## src/rtl/mux2_arbiter.sv

```systemverilog
// Two-requester round-robin arbiter feeding a one-entry output register.
// Ports: clk, reset (sync, active-high); req0/req1 with words w0/w1;
// gnt0/gnt1 one-cycle acknowledges; sel/en mux controls for this cycle;
// f/f_valid registered output word, drained by f_ready.
module mux2_arbiter #(
    parameter int N = 3
) (
    input  logic              clk,
    input  logic              reset,
    input  logic              req0,
    input  logic              req1,
    input  logic [2**N-1:0]   w0,
    input  logic [2**N-1:0]   w1,
    output logic              gnt0,
    output logic              gnt1,
    output logic              sel,
    output logic              en,
    output logic [2**N-1:0]   f,
    output logic              f_valid,
    input  logic              f_ready
);

    localparam int W = 2**N;

    typedef enum logic {
        EMPTY = 1'b0,
        FULL  = 1'b1
    } state_t;

    state_t         state_q;
    state_t         state_d;
    logic           last_q;
    logic [W-1:0]   f_q;

    logic           can_load;
    logic           winner;
    logic           load;
    logic           xfer;

    // Arbitration: a tie goes to whoever did not win last time.
    always_comb begin
        winner = 1'b0;
        unique case (1'b1)
            (req0 && req1):  winner = ~last_q;
            (req1 && !req0): winner = 1'b1;
            default:         winner = 1'b0;
        endcase
    end

    // A slot is free when empty, or when the held word leaves this edge.
    // Reset gates the load so nothing is granted while it is high.
    always_comb begin
        can_load = (state_q == EMPTY) || f_ready;
        load     = (req0 || req1) && can_load && !reset;
        xfer     = (state_q == FULL) && f_ready;
    end

    // State register
    always_ff @(posedge clk) begin
        if (reset) begin
            state_q <= EMPTY;
        end else begin
            state_q <= state_d;
        end
    end

    // Next-state logic
    always_comb begin
        state_d = state_q;
        if (load) begin
            state_d = FULL;
        end else if (xfer) begin
            state_d = EMPTY;
        end
    end

    // Output logic
    always_comb begin
        en      = load;
        sel     = load && winner;
        gnt0    = load && !winner;
        gnt1    = load && winner;
        f_valid = (state_q == FULL);
        f       = f_q;
    end

    // Datapath: output word and round-robin history.
    always_ff @(posedge clk) begin
        if (reset) begin
            f_q    <= '0;
            last_q <= 1'b1;
        end else if (load) begin
            f_q    <= winner ? w1 : w0;
            last_q <= winner;
        end
    end

endmodule

```

## config.mk

```make
export PLATFORM = sky130hd
export DESIGN_NAME = mux2_arbiter
export DESIGN_NICKNAME = d
export VERILOG_FILES = /design/src/rtl/mux2_arbiter.sv
export SDC_FILE = /design/constraint.sdc
export NUM_CORES = 1
export LEC_CHECK = 0
export ABC_AREA = 1
export CELL_PAD_IN_SITES_DETAIL_PLACEMENT = 0
export CELL_PAD_IN_SITES_GLOBAL_PLACEMENT = 2
export CORE_AREA = 2 2 60 62
export CTS_CLUSTER_DIAMETER = 200
export CTS_CLUSTER_SIZE = 30
export DETAILED_ROUTE_END_ITERATION = 12
export DIE_AREA = 0 0 62 64
export HOLD_SLACK_MARGIN = 0.06
export PLACE_DENSITY_LB_ADDON = 0.1
export SYNTH_ARGS = -nofsm -noshare
export SYNTH_HDL_FRONTEND = slang
export SYNTH_SLANG_ARGS = --single-unit
export TNS_END_PERCENT = 100
```

## constraint.sdc

```tcl
create_clock -name clk -period 1.3 [get_ports clk]
set_input_delay 0.26 -clock clk [delete_from_list [all_inputs] [get_ports clk]]
set_output_delay 0.26 -clock clk [all_outputs]
set_load 0.03 [all_outputs]
```

==> impl_results.md <==
- Crit share post-route: 108%
- Rel. slew slack: 79.3%
- DIE HEIGHT: 64 um
- Critical Path RT: 1.04 ns
- Status: finished, violations left
- Synth Area per Inst: 6.79 um^2
- Number of global-route vias before repair: 670
- Pint: 0.000606 W
- Synth top area cells: dfxtp_1, nand2_1, a21oi_1
- Cell Area, Synth: 537 um^2
- Seq/Total Area, Yosys: 37.3%
- Post-synth top area cell: dfxtp_1
- Chip width: 62 um
- EDFF count, synth: 0
- DR DRC count: 0
- Root Buffer: clkbuf_4
- Critical path arrival: 1.14 ns
- DP Worst Slack: -0.378 ns
- Final Routed Wirelength: 1.87 mm
- Top-area cell type share of the netlist area: 37.3%
- CTS Buf Count: 3
- RSZ-0062 raised after global routing: yes
- Yosys warns: 0
- Row cnt: 21
- Nature of the critical path endpoint: primary output
- Hold violation count in the final report: 0
- Largest net degree at the start of global routing: 9
- Design area: 1100 um^2
- CTS clk-pin slew, worst paths: 0.07 ns
- TritonCTS clock tree: yes
- CP Class: flop to primary output
- Synth cell types: 14
- Type of origin of the critical path: flop
- Combinational share of power: 37.9%
- Failing checks: negative setup slack
- Starting DRC count in detailed routing: 6
- Setup TNS: -0.297 ns
- Dominant synthesized flop cell: dfxtp_1
- Clock Skew: 0.00642 ns
- Final WS setup: -0.0975 ns
- Layout area overhead: 104%
- Final setup viols: 4
- Starting Density: 16.3%
- Final period demand of the worst path: 1.40 ns
- Final ANT Viol Nets: 0
- Register bit total from synthesis: 10
- Maximum root-to-sink buffer count: 2
- Clk pwr share: 24.6%
- Drt first pass iters: 4
- GR Overflow Total: 0
- Total Routing Usage GR: 10.9%
- Share of layout cells above drive strength 1: 29.7%
- Gate Count Post-Synth: 79
- Core area: 3280 um^2
- Antenna violations before repair: 0
- First-pass GRT wire length: 3.11 mm
- F_max: 716 MHz
- Port bufs: 33
- Switch share: 33.1%
- Cell Area, Placed: 1030 um^2
- HP Class: input pin to flop
- Via/cell ratio: 3.74
- Final net count: 151
- # diodes: 0
- Sequential power share: 37.5%
- Most common cell in the netlist: nand2_1
- PD cells: 825 nW/um^2
- Htree depth: 1
- Routability congestion estimate: 0.709
- FFs w/ async S/R, synth: 0%
- Avg WL per Cell: 10.7 um
- Ports: 34
- Max Slew Vio Count: 0
- CTS Sinks: 10
- Least-Margin Pin Slew: 0.312 ns
- HPWL after DPL: 1.49 mm
- Post-Syn Nets: 100
- Critical Path Fanout Max: 3
- Peak VDD IR: 395 uV
- Clk_lat worst skew: 0.27 ns
- LEAKAGE: 0.524 nW
- Die Area: 3970 um^2
- Max cap viols: 0
- P_sw: 0.000300 W
- Synth top cells by count: nand2_1, dfxtp_1, a21oi_1, nand3_1, inv_1
- Via Count: 651
[cells by family after synthesis]
| family | synth area share [%] |
|---|---|
| buffers and inverters | 8.62 |
| AOI/OAI and AO/OA | 8.39 |
| and+or+nand+nor | 45.7 |
| DFF | 37.3 |
[per-layer routing]
metal | share of wire [%] | global-route usage (%) | vias up
met3 | 6.3 | 4.86 | 2
met5 | 0 | 0 | -
li1 | - | - | 348
met1 | 43 | 13.3 | 282
met4 | 1.0 | 3.19 | 0
met2 | 49 | 16.8 | 19
[path summary, 6_finish.rpt]
kind	startpoint	to	slack (ns)	cells past startpoint
setup reg to reg	f_valid	f[3]	0.19	7
hold / removal	f_ready	f_valid	0.43	4
hold reg to reg	f[0]	f[0]	0.46	2
setup / recovery	f_valid	sel	-0.1	6
[critical path, stage by stage (launching register included)]
cell      delay, ns
dfxtp_2        0.34
nand2_4        0.08
nand2_4        0.07
nor2_8         0.14
nand2_4        0.07
clkinv_4       0.05
buf_6          0.11
[power by group through the flow]
stage          logic, W  clock network [W]  registers [W]
2_1_floorplan  0.000129                  0       0.000382
4_1_cts        0.000349           0.000236       0.000340
6_report       0.000343           0.000223       0.000340
3_3_place_gp   0.000340                  0       0.000347
5_1_grt        0.000376           0.000251       0.000343
3_5_place_dp   0.000340                  0       0.000347
[placed cells by master, fill, tap and decap left out, types with 2 or more instances in the layout]
master | netlist | layout
clkbuf_4 | 0 | 3
nand2_1 | 35 | 33
buf_6 | 1 | 4
dfxtp_1 | 10 | 9
nand3_1 | 9 | 9
clkdlybuf4s15_1 | 0 | 7
a21oi_1 | 9 | 9
clkdlybuf4s50_1 | 0 | 16
nand2_4 | 2 | 4
buf_4 | 1 | 14
inv_2 | 1 | 4
dlygate4sd2_1 | 0 | 6
nand2_2 | 2 | 2
[stage by stage]
step | utilization [%] | hold WS [ns] | total power, W | instances
floorplan | - | 0.390 | 0.000511 | 79
global placement | 31.4 | 0.450 | 0.000687 | 169
detailed placement | 31.4 | 0.457 | 0.000687 | 169
CTS | 33.2 | 0.426 | 0.000924 | 174
global route | 33.4 | 0.442 | 0.000970 | 174
finish | 33.4 | 0.434 | 0.000906 | 174
[state kept, by name, summed over array words and instances (netlist names)]
name / count
f: 8
last_q: 1
f_valid: 1
[layout make-up]
cell class | count | area, um^2
tap | 46 | 57.6
clock buffer | 3 | 22.5
sequential | 10 | 201
inverter | 6 | 27.5
timing repair buffer | 49 | 468
fill | 377 | 2190
multi-input combinational | 60 | 320
[timing repair]
action | 4_1_cts | 5_1_grt
buffers inserted | 2 | 0
endpoints found under the setup margin | 17 | 10
hold buffers | 0 | 0
gates resized for setup | 25 | 7
pin swaps | 6 | 5
Power figures use the tool's default switching activity.
